<file path="config.mk">
export PLATFORM = sky130hd
export DESIGN_NAME = viterbi_codec
export DESIGN_NICKNAME = d
export VERILOG_FILES = /design/src/rtl/viterbi_codec.sv
export SDC_FILE = /design/constraint.sdc
export NUM_CORES = 1
export LEC_CHECK = 0
export BUFFER_PORTS_ARGS = -buffer_cell sky130_fd_sc_hd__buf_2
export CAP_MARGIN = 25
export CORE_MARGIN = 8
export CORE_UTILIZATION = 40
export DETAILED_ROUTE_END_ITERATION = 6
export GPL_TIMING_DRIVEN = 0
export HOLD_SLACK_MARGIN = 0.12
export PLACE_DENSITY = 0.61
export SETUP_SLACK_MARGIN = 0.15
export SKIP_CTS_REPAIR_TIMING = 1
export SYNTH_ARGS = -nofsm -noshare
export SYNTH_HDL_FRONTEND = slang
export SYNTH_SLANG_ARGS = --single-unit
export TNS_END_PERCENT = 10
</file>
<file path="constraint.sdc">
create_clock -name clk -period 15.3 [get_ports clk]
set_input_delay 3.06 -clock clk [delete_from_list [all_inputs] [get_ports clk]]
set_output_delay 3.06 -clock clk [all_outputs]
set_load 0.02 [all_outputs]
</file>
<file path="src/rtl/viterbi_codec.sv">
// ----------------------------------------------------------------------------
// viterbi_codec
//
// Rate-1/2, constraint-length-3 convolutional encoder (g0=111, g1=101) and a
// hard-decision register-exchange Viterbi decoder. The two datapaths share
// clk/rst but are otherwise independent; the encoder feeds the channel and the
// decoder recovers the bit stream from received symbol pairs.
//
// Parameters
//   TB        survivor (register-exchange) length in bits, >= 8
//   METRIC_W  path-metric width in bits, >= 4
//
// Ports
//   clk           in   1  clock, rising edge
//   rst           in   1  asynchronous reset, active-low
//   enc_enable_i  in   1  encoder input bit valid this cycle
//   enc_d_in      in   1  encoder input bit
//   enc_valid_o   out  1  enc_d_out holds a new symbol
//   enc_d_out     out  2  encoded symbol {g0,g1}
//   dec_enable    in   1  dec_d_in holds a received symbol this cycle
//   dec_d_in      in   2  received hard-decision symbol {g0,g1}
//   dec_d_out     out  1  decoded bit, TB-1 accepted symbols behind the input
// ----------------------------------------------------------------------------
module viterbi_codec #(
  parameter int TB       = 24,
  parameter int METRIC_W = 8
) (
  input  logic       clk,
  input  logic       rst,
  input  logic       enc_enable_i,
  input  logic       enc_d_in,
  output logic       enc_valid_o,
  output logic [1:0] enc_d_out,
  input  logic       dec_enable,
  input  logic [1:0] dec_d_in,
  output logic       dec_d_out
);

  // Non-zero start states begin at 16 so the decoder locks onto state 00;
  // a 4-bit metric cannot hold 16, so it starts at its ceiling instead.
  localparam int                  PM_INIT_INT = (METRIC_W > 4) ? 16 : (1 << METRIC_W) - 1;
  localparam logic [METRIC_W-1:0] PM_INIT     = PM_INIT_INT[METRIC_W-1:0];
  localparam logic [METRIC_W-1:0] PM_ZERO     = '0;

  // --------------------------------------------------------------------------
  // Encoder
  // --------------------------------------------------------------------------
  logic [1:0] enc_sr;

  // Shift register holds {older, newer} input bits; the symbol and the
  // register only move when a bit is offered, while valid tracks the enable.
  always_ff @(posedge clk or negedge rst) begin
    if (!rst) begin
      enc_sr      <= 2'b00;
      enc_d_out   <= 2'b00;
      enc_valid_o <= 1'b0;
    end else begin
      enc_valid_o <= enc_enable_i;
      if (enc_enable_i) begin
        enc_d_out <= {enc_d_in ^ enc_sr[0] ^ enc_sr[1], enc_d_in ^ enc_sr[1]};
        enc_sr    <= {enc_sr[0], enc_d_in};
      end
    end
  end

  // --------------------------------------------------------------------------
  // Decoder
  // --------------------------------------------------------------------------
  function automatic logic [1:0] hamming(input logic [1:0] a, input logic [1:0] b);
    logic [1:0] x;
    x = a ^ b;
    return {1'b0, x[1]} + {1'b0, x[0]};
  endfunction

  function automatic logic [METRIC_W-1:0] sat_add(input logic [METRIC_W-1:0] a,
                                                  input logic [1:0]          b);
    logic [METRIC_W:0] s;
    s = {1'b0, a} + {{(METRIC_W-1){1'b0}}, b};
    if (s[METRIC_W]) return '1;
    else             return s[METRIC_W-1:0];
  endfunction

  // The oldest survivor bit is consumed on the same edge it would be shifted
  // out, so only TB-1 bits need to be stored per state.
  logic [METRIC_W-1:0] pm       [4];
  logic [TB-2:0]       surv     [4];
  logic [METRIC_W-1:0] acs_pm   [4];
  logic [TB-1:0]       acs_surv [4];
  logic [METRIC_W-1:0] norm_pm  [4];
  logic [METRIC_W-1:0] min_pm;
  logic [1:0]          best;

  // One add-compare-select unit per next state. Predecessors and expected
  // symbols are fixed by the trellis, so they are elaboration-time constants.
  for (genvar g = 0; g < 4; g++) begin : g_acs
    localparam logic [1:0] NS  = 2'(g);
    localparam logic [1:0] PS0 = {1'b0, NS[1]};
    localparam logic [1:0] PS1 = {1'b1, NS[1]};
    localparam logic       U   = NS[0];
    localparam logic [1:0] E0  = {U ^ PS0[0] ^ PS0[1], U ^ PS0[1]};
    localparam logic [1:0] E1  = {U ^ PS1[0] ^ PS1[1], U ^ PS1[1]};

    logic [METRIC_W-1:0] cand0;
    logic [METRIC_W-1:0] cand1;
    logic                pick1;
    logic [TB-2:0]       prev_surv;

    assign cand0     = sat_add(pm[PS0], hamming(dec_d_in, E0));
    assign cand1     = sat_add(pm[PS1], hamming(dec_d_in, E1));
    // Strict compare: a tie keeps the predecessor whose older bit is 0.
    assign pick1     = cand1 < cand0;
    assign acs_pm[g] = pick1 ? cand1 : cand0;
    assign prev_surv = pick1 ? surv[PS1] : surv[PS0];
    assign acs_surv[g] = {prev_surv, U};
    assign norm_pm[g]  = acs_pm[g] - min_pm;
  end

  // Smallest new metric and the state holding it; strict compare makes the
  // lowest index win a tie.
  always_comb begin
    min_pm = acs_pm[0];
    best   = 2'd0;
    for (int i = 1; i < 4; i++) begin
      if (acs_pm[i] < min_pm) begin
        min_pm = acs_pm[i];
        best   = 2'(i);
      end
    end
  end

  // Metrics are stored normalised so the best path always sits at zero and
  // the registers never creep towards saturation on long streams.
  always_ff @(posedge clk or negedge rst) begin
    if (!rst) begin
      pm[0] <= PM_ZERO;
      for (int i = 1; i < 4; i++) pm[i] <= PM_INIT;
      for (int i = 0; i < 4; i++) surv[i] <= '0;
      dec_d_out <= 1'b0;
    end else if (dec_enable) begin
      for (int i = 0; i < 4; i++) begin
        pm[i]   <= norm_pm[i];
        surv[i] <= acs_surv[i][TB-2:0];
      end
      dec_d_out <= acs_surv[best][TB-1];
    end
  end

endmodule

</file>
**Word-level counts from Yosys, hierarchy flattened**

Cells that the tools add are included.

- $add $sub $neg: 16
- Magnitude comparators: 8
- Bitwise gates (word level): 7
- Muxes and demuxes: 25

Operators with widths:

| operator | count |
|---|---|
| 8-bit two-way mux | 15 |
| 23-bit two-way mux | 4 |
| 8-bit by 2-bit adder with 9-bit output | 8 |
| 8-bit < comparator | 7 |
| 24-bit binary-select mux with 2-bit select | 1 |
| 24-bit two-way mux | 2 |
| 8-bit subtractor | 4 |
| 1-bit by 1-bit adder with 2-bit output | 4 |
| 2-bit two-way mux | 2 |
| 3-bit >= comparator, second input constant | 1 |
| 2-bit inverter with 3-bit output | 1 |
| 1-bit XOR | 3 |
| 1-bit inverter | 2 |
| 2-bit inverter | 1 |
| 1-bit two-way mux | 1 |

- Register bits after elaboration: 128
- Word-level logic and storage cells: 68
- Output and inout bits: 4
- Bits of input ports: 7

**Depth between registers and ports, before layout**

Gate-level depths: netlist (run 1).

- Word-level depth: 16
- Mapped depth: 61
- Depth with buffers taken out: 58

**Worst setup path before layout (run 1)**

OpenSTA, ideal clock, no wires.

- Path kind: input-to-reg
- From: input dec_d_in[0]
- To: register pm[6] (netlist name)
- Required time: 15.163 ns
- Slack: 1.369 ns
- Buffers on the path: 3
- Data arrival time: 13.794 ns
- Library setup time: 0.137 ns
- Stages on the path: 57
- Path through: inv_1 ha_1 ha_1 nand2_1 or2_2 a21oi_1 and2_1 nand3_1 o21ai_0 ha_1 and3_1 a221o_1 a21oi_2 a21boi_1 o211ai_2 nand2_1 clkbuf_1 nor2_1 [... 21 more ...] nand2_1 nor3_1 nand3_2 nand3_1 buf_2 clkbuf_1 mux2i_1 ha_1 inv_1 ha_1 nor2_1 maj3_1 maj3_2 a211oi_1 o22ai_1 a211oi_1 xnor2_1 a21oi_1

- Cells in the longest elaborated chain, start to end: 13
- Elaborated cells on any way between the ends: 37
- Classes of those cells: add/sub: 13; order compare: 7; mux: 15; bitwise: 2

Ends and longest elaborated chain:

| what | line | RTL |
|---|---|---|
| from (decl) | 35 | `input logic [1:0] dec_d_in,` |
| 2-bit inverter (no line) | -- |  |
| 1-bit by 1-bit adder with 2-bit output | 72 | `return {1'b0, x[1]} + {1'b0, x[0]};` |
| 8-bit by 2-bit adder with 9-bit output | 78 | `s = {1'b0, a} + {{(METRIC_W-1){1'b0}}, b};` |
| 8-bit two-way mux | 79 | `if (s[METRIC_W]) return '1;` |
| 8-bit < comparator | 111 | `assign pick1 = cand1 < cand0;` |
| 8-bit two-way mux | 112 | `assign acs_pm[g] = pick1 ? cand1 : cand0;` |
| 8-bit < comparator | 124 | `if (acs_pm[i] < min_pm) begin` |
| 8-bit two-way mux | 124 |  |
| 8-bit < comparator | 124 |  |
| 8-bit two-way mux | 124 |  |
| 8-bit < comparator | 124 |  |
| 8-bit two-way mux | 124 |  |
| 8-bit subtractor (*) | 115 | `assign norm_pm[g] = acs_pm[g] - min_pm;` |
| to (signal, indexed assignment) | 141 | `pm[i] <= norm_pm[i];` |
| to (decl) | 85 | `logic [METRIC_W-1:0] pm [4];` |

Every way passes the cells marked *; elsewhere a longest branch is shown, timed or not.
A chain may end at the register's enable or synchronous reset.

**Worst setup path after layout (run 1)**

Ends and elaborated chain as after synthesis.

==> results by group, run 1 <==
Run status
  – Status: completed

Floorplan
  – Ports: 11
  – Die footprint: 32400 µm²
  – Site Rows: 60
  – Initial core utilization: 40.3%
  – CORE AREA: 26700 µm²
  – Die W: 180 µm
  – Die Ht: roughly 180 µm

Job
  – Max Cap Viol: 0

Clock tree
  – Sink Count: 125
  – CTS tree: done
  – Clk buf depth: 2
  – Clk Latency, worst-skew pair: about 0.43 ns
  – TritonCTS buffer count: 17
  – Clk root buf: clkbuf_16
  – Clock transition at path regs: 0.06 ns
  – H-tree Lvls: 4

Global routing
  – First-pass GRT wire length: 50.1 mm
  – Vias in the first global route: ~9300
  – Grt ovf: 0
  – Pin count of the biggest net entering global routing: 70
  – Total Routing Usage GR: between 10% and 20%
  – Initial antenna violation count: 0

Critical path
  – Crit-path slowest cell: or3b_1
  – Worst path most repeated cell: ha_1
  – Setup CP Type: primary input to register
  – R2R Setup Slk: 3.60 ns
  – Nature of the critical path endpoint: register
  – Critical path's top delay family: compound AO/OA/AOI/OAI gates
  – WP data required: approximately 16 ns
  – Max incr delay on CP: approximately 0.5 ns
  – Buf/Inv on CP: 9
  – CP Max Fanout: 10
  – Worst Path Arrival: 14.81 ns
  – Critical Path Start Type: primary input

Routing
  – DRT Wirelength: 31.7 mm
  – First-pass DRT Iterations: 7
  – Residual DRC: 0
  – Total number of vias: 9903
  – DR WL/cell: 18.5 µm
  – Vias/cell: 5.77
  – DRT iter0 DRCs: between 800 and 900
  – ANT nets after route: 0

Timing
  – Tmin final: 14.54 ns
  – Worst Clk Skew: approximately 0.011 ns
  – Fin. Hold Viols: 0
  – Hold slack: about 0.47 ns
  – Slew Limit Headroom: 35.3%
  – F_max: 68.8 MHz
  – Final setup vio count: 0
  – RSZ-0062 raised after global routing: false
  – Worst slew pin tran: a little under 1 ns
  – Final Cycle Share: a little over nine tenths
  – Max-slew violation count: 0

Yosys
  – Synth Cell Area: 10800 µm²
  – Post-synth cell types: slightly above 100
  – Yosys top cell by area: dfrtp_1
  – Syn. warnings: 0
  – Synth cell count leaders: 175 x nor2_1, 146 x nand2_1, 130 x a21oi_1
  – Synth top area share: 28.4%
  – Ys flop type: dfrtp_1
  – Post-synth EDFFs: 0
  – Syn Area/Cell: 8.12 µm²
  – Most common cell in the netlist: nor2_1
  – FFs w/ async S/R, synth: 100%
  – Syn_nets: 1409
  – Yosys reg bits: 125
  – Sequential share of the synthesized area: between 20% and 30%
  – Synth area leaders: dfrtp_1 28%, ha_1 8.4%, mux2i_1 7.3%
  – Mapped Cells: ~1300

Final layout
  – Area of the multi-input gates: 7290 µm²
  – Fraction of layout cells with a size suffix above 1: approximately 11%
  – Nets@finish: 1446
  – Area Growth Syn to Fin: 13.0%
  – Ant diodes: 0
  – Fill cells: about 2600
  – FF+latch area: approximately 3100 µm²
  – Final Util: 45.5%

Place
  – Input/output buffers: 9
  – DP Wirelength: 23.8 mm
  – Routability cong.: 0.959

Min path
  – Hold Path Class: register to register
cells by family (layout without fill, tap and decap cells):
group | after synthesis | after routing | share of synthesized area (%)
xor+xnor | 47 | 47 | 4.09
buf+inv | 130 | 180 | 4.87
mux | 95 | 95 | 9.08
flops | 125 | 125 | 29.1
compound gates | 370 | 370 | 22.6
fa+ha+maj | 82 | 82 | 9.69
simple gates | 477 | 477 | 20.5
layer usage:
layer | GRT usage (%) | part of all wire, %
met1 | 27.0 | 48
met2 | 28.4 | 43
met3 | 4.05 | 6.9
met4 | 6.05 | 2.3
met5 | 0 | 0
area by class of cell:
type	instances	area share, %
clock inverter	14	1.70
sequential	125	25.7
clock buffer	18	3.61
inverter	60	1.85
buffer	70	2.57
tap	341	3.51
multi-input combinational	1071	59.9
timing repair buffer	18	1.14
cell usage in the layout, fill, tap and decap left out, types with 6 or more instances in the layout:
master / count
nand2b_1: 19
buf_2: 18
dfrtp_1: 122
o211ai_1: 7
o2111ai_1: 8
o22ai_1: 10
a21oi_1: 124
and2_1: 7
nand2_1: 146
ha_1: 69
nor2_1: 171
xor2_1: 14
nand3_1: 33
mux2i_2: 6
mux2i_1: 74
o21ai_0: 41
o31ai_1: 7
a21o_1: 20
a211oi_1: 9
o21a_1: 13
nor3_1: 23
clkbuf_16: 17
xnor2_1: 31
and3_1: 12
o21ai_1: 15
nor2b_1: 9
a31oi_1: 40
inv_1: 58
buf_4: 9
clkbuf_1: 49
mux2_2: 15
registers in the layout, summed over array words and instances, names as in the netlist:
name,count
surv,87
enc_d_out,2
pm,32
dec_d_out,1
enc_valid_o,1
enc_sr,2
metrics by stage:
step | TNS (ns) | setup WS [ns] | instances | area, µm²
2_1_floorplan | 0 | 1.37 | 1326 | 10800
4_1_cts | -7.60 | -1.13 | 1709 | 11900
3_3_place_gp | -15.95 | -1.44 | 1676 | 11200
5_1_grt | 0 | 0.0849 | 1717 | 12200
3_5_place_dp | -17.55 | -1.52 | 1677 | 11300
6_report | 0 | 0.756 | 1717 | 12200
final timing paths:
check / from / to / cells past startpoint
worst min register to register: surv[0] / surv[0] / 1
worst min-delay path: surv[0] / surv[0] / 1
worst max register to register: pm[24] / pm[6] / 54
worst max-delay path: dec_d_in[0] / pm[6] / 57
max in group asynchronous: rst / pm[20] / 2
min in group asynchronous: rst / enc_sr[0] / 1
Power of run 1 is not shown: default switching activity piles up to over one toggle a cycle in this logic, so the estimate is an artifact.
==> inputs of run 2 (changes only) <==
Settings changed: CTS_BUF_LIST set to sky130_fd_sc_hd__clkbuf_16, GPL_TIMING_DRIVEN 0 to unset.
==> results by group, run 2 (synthesis results as in run 1) <==
Critical path
  – Worst setup path startpoint: dec_d_in[0]
  – Worst r2r src: pm[24]
  – Nature of the critical path endpoint: register
  – CP Max Fanout: 11
  – Crit-path slowest cell: nor3_1
  – R2R Setup Slk: 3.79 ns
  – Setup CP Type: primary input to register
  – Worst reg2reg endpoint: pm[6]
  – WP data required: 15.56 ns
  – Critical Path Start Type: primary input
  – Reg2reg path depth: 53
  – Max incr delay on CP: 0.43 ns
  – Worst path most repeated cell: ha_1
  – Worst Path Arrival: 14.59 ns

Floorplan
  – Initial core utilization: 40.3%
  – Die Ht: 180 µm
  – CORE AREA: 26700 µm²
  – Die W: 180 µm
  – Die footprint: 32400 µm²
  – Ports: 11
  – Site Rows: 60

Final layout
  – Largest regs: surv x87, pm x32
  – Max reg flops: 87
  – Fin area: 11700 µm²
  – Nets@finish: 1382
  – Fraction of layout cells with a size suffix above 1: 9.76%
  – Most frequent cells in the layout: 173 x nor2_1, 145 x nand2_1, 127 x a21oi_1
  – Area Growth Syn to Fin: 8.84%
  – Most common cell after layout, fill and taps aside: nor2_1
  – Ant diodes: 0
  – Fill cells: 2631
  – Register bank with the most flops: surv

Min path
  – Hold Startpoint: surv[0]
  – Hold path endpoint: surv[0]
  – Hold Path Class: register to register
  – Hold path cells: 1

Routing
  – ANT nets after route: 0
  – DR WL/cell: 17.6 µm
  – First-pass DRT Iterations: 7
  – DRT iter0 DRCs: 716
  – Residual DRC: 0
  – Total number of vias: 9562
  – Vias/cell: 5.78
  – DRT Wirelength: 29.1 mm

Timing
  – Worst slew pin tran: between 0.9 and 1 ns
  – Slew Limit Headroom: a little over a third
  – Worst Clk Skew: between 0.01 and 0.015 ns
  – Setup ws final: roughly 0.97 ns
  – Post-route setup TNS: 0 ns
  – Hold slack: 0.474 ns
  – Final setup vio count: 0
  – Max-slew violation count: 0
  – Final Cycle Share: 93.7%
  – RSZ-0062 raised after global routing: false
  – Fin. Hold Viols: 0
  – F_max: 69.8 MHz
  – Tmin final: ~14 ns

Clock tree
  – CTS tree: done
  – Sink Count: 125
  – TritonCTS buffer count: 17
  – H-tree Lvls: 4
  – Clk Latency, worst-skew pair: 0.42 ns
  – Clk buf depth: 2
  – Clk root buf: clkbuf_16
  – Clock transition at path regs: 0.06 ns

Run status
  – Status: completed

Place
  – Placed cell areas: approximately 11000 µm²
  – Worst slack, placed: 0.0941 ns
  – DP Wirelength: approximately 22 mm
  – Routability cong.: ~0.89
  – Input/output buffers: 10

Global routing
  – Total Routing Usage GR: 17.7%
  – First-pass GRT wire length: between 40 and 50 mm
  – Pin count of the biggest net entering global routing: 111
  – Initial antenna violation count: 0
  – Grt ovf: 0
  – Vias in the first global route: roughly 9100

Job
  – Max Cap Viol: 0
## run 2: changes by cell type in the layout (fill, tap and decap cells not counted), moves of 4 or more
cell      change
a21oi_4       -4
buf_2        -10
buf_4         +5
clkbuf_1     -49
clkbuf_4      -5
clkinv_4      -4
mux2i_1       +4
mux2i_2       -4
## run 2: worst max-delay path by stage
stage | endpoint | cells past startpoint
floorplan | pm[6] | 57
global placement | pm[6] | 52
detailed placement | pm[6] | 52
CTS | pm[6] | 52
global route | pm[6] | 56
finish | pm[6] | 56
## run 2: metal layers
| layer | up-vias | wire length (µm) | track usage [%] |
|---|---|---|---|
| met5 | - | 0 | 0 |
| met4 | 0 | 417 | 5.16 |
| met3 | 28 | 1480 | 2.74 |
| met2 | 226 | 13300 | 28.7 |
| met1 | 4605 | 13900 | 23.9 |
| li1 | 4703 | - | - |
## run 2: cell type report
cell class	instances	area, µm²	share of cell area, %
Timing Repair Buffer	24	168	1.43
Multi-Input combinational cell	1071	7170	61.2
Tap cell	341	427	3.64
Clock buffer	17	425	3.63
Clock inverter	15	174	1.48
Inverter	60	225	1.92
Sequential cell	125	3130	26.7
## run 2: through the flow
stage / instances / util [%]
global placement: 1620 / 41.4
finish: 1653 / 43.8
CTS: 1652 / 43.7
global route: 1653 / 43.8
detailed placement: 1620 / 41.4
floorplan: 1326 / -
## run 2: critical path: cells and delay by family
| family | cells | cell delay [ns] |
|---|---|---|
| and+or+nand+nor | 20 | 3.67 |
| muxes | 2 | 0.59 |
| buffers and inverters | 6 | 0.61 |
| AOI/OAI and AO/OA | 17 | 3.47 |
| xor gates and xnor gates | 1 | 0.16 |
| adders and majority gates | 10 | 3.00 |
Power of run 2 is left out for the same reason.
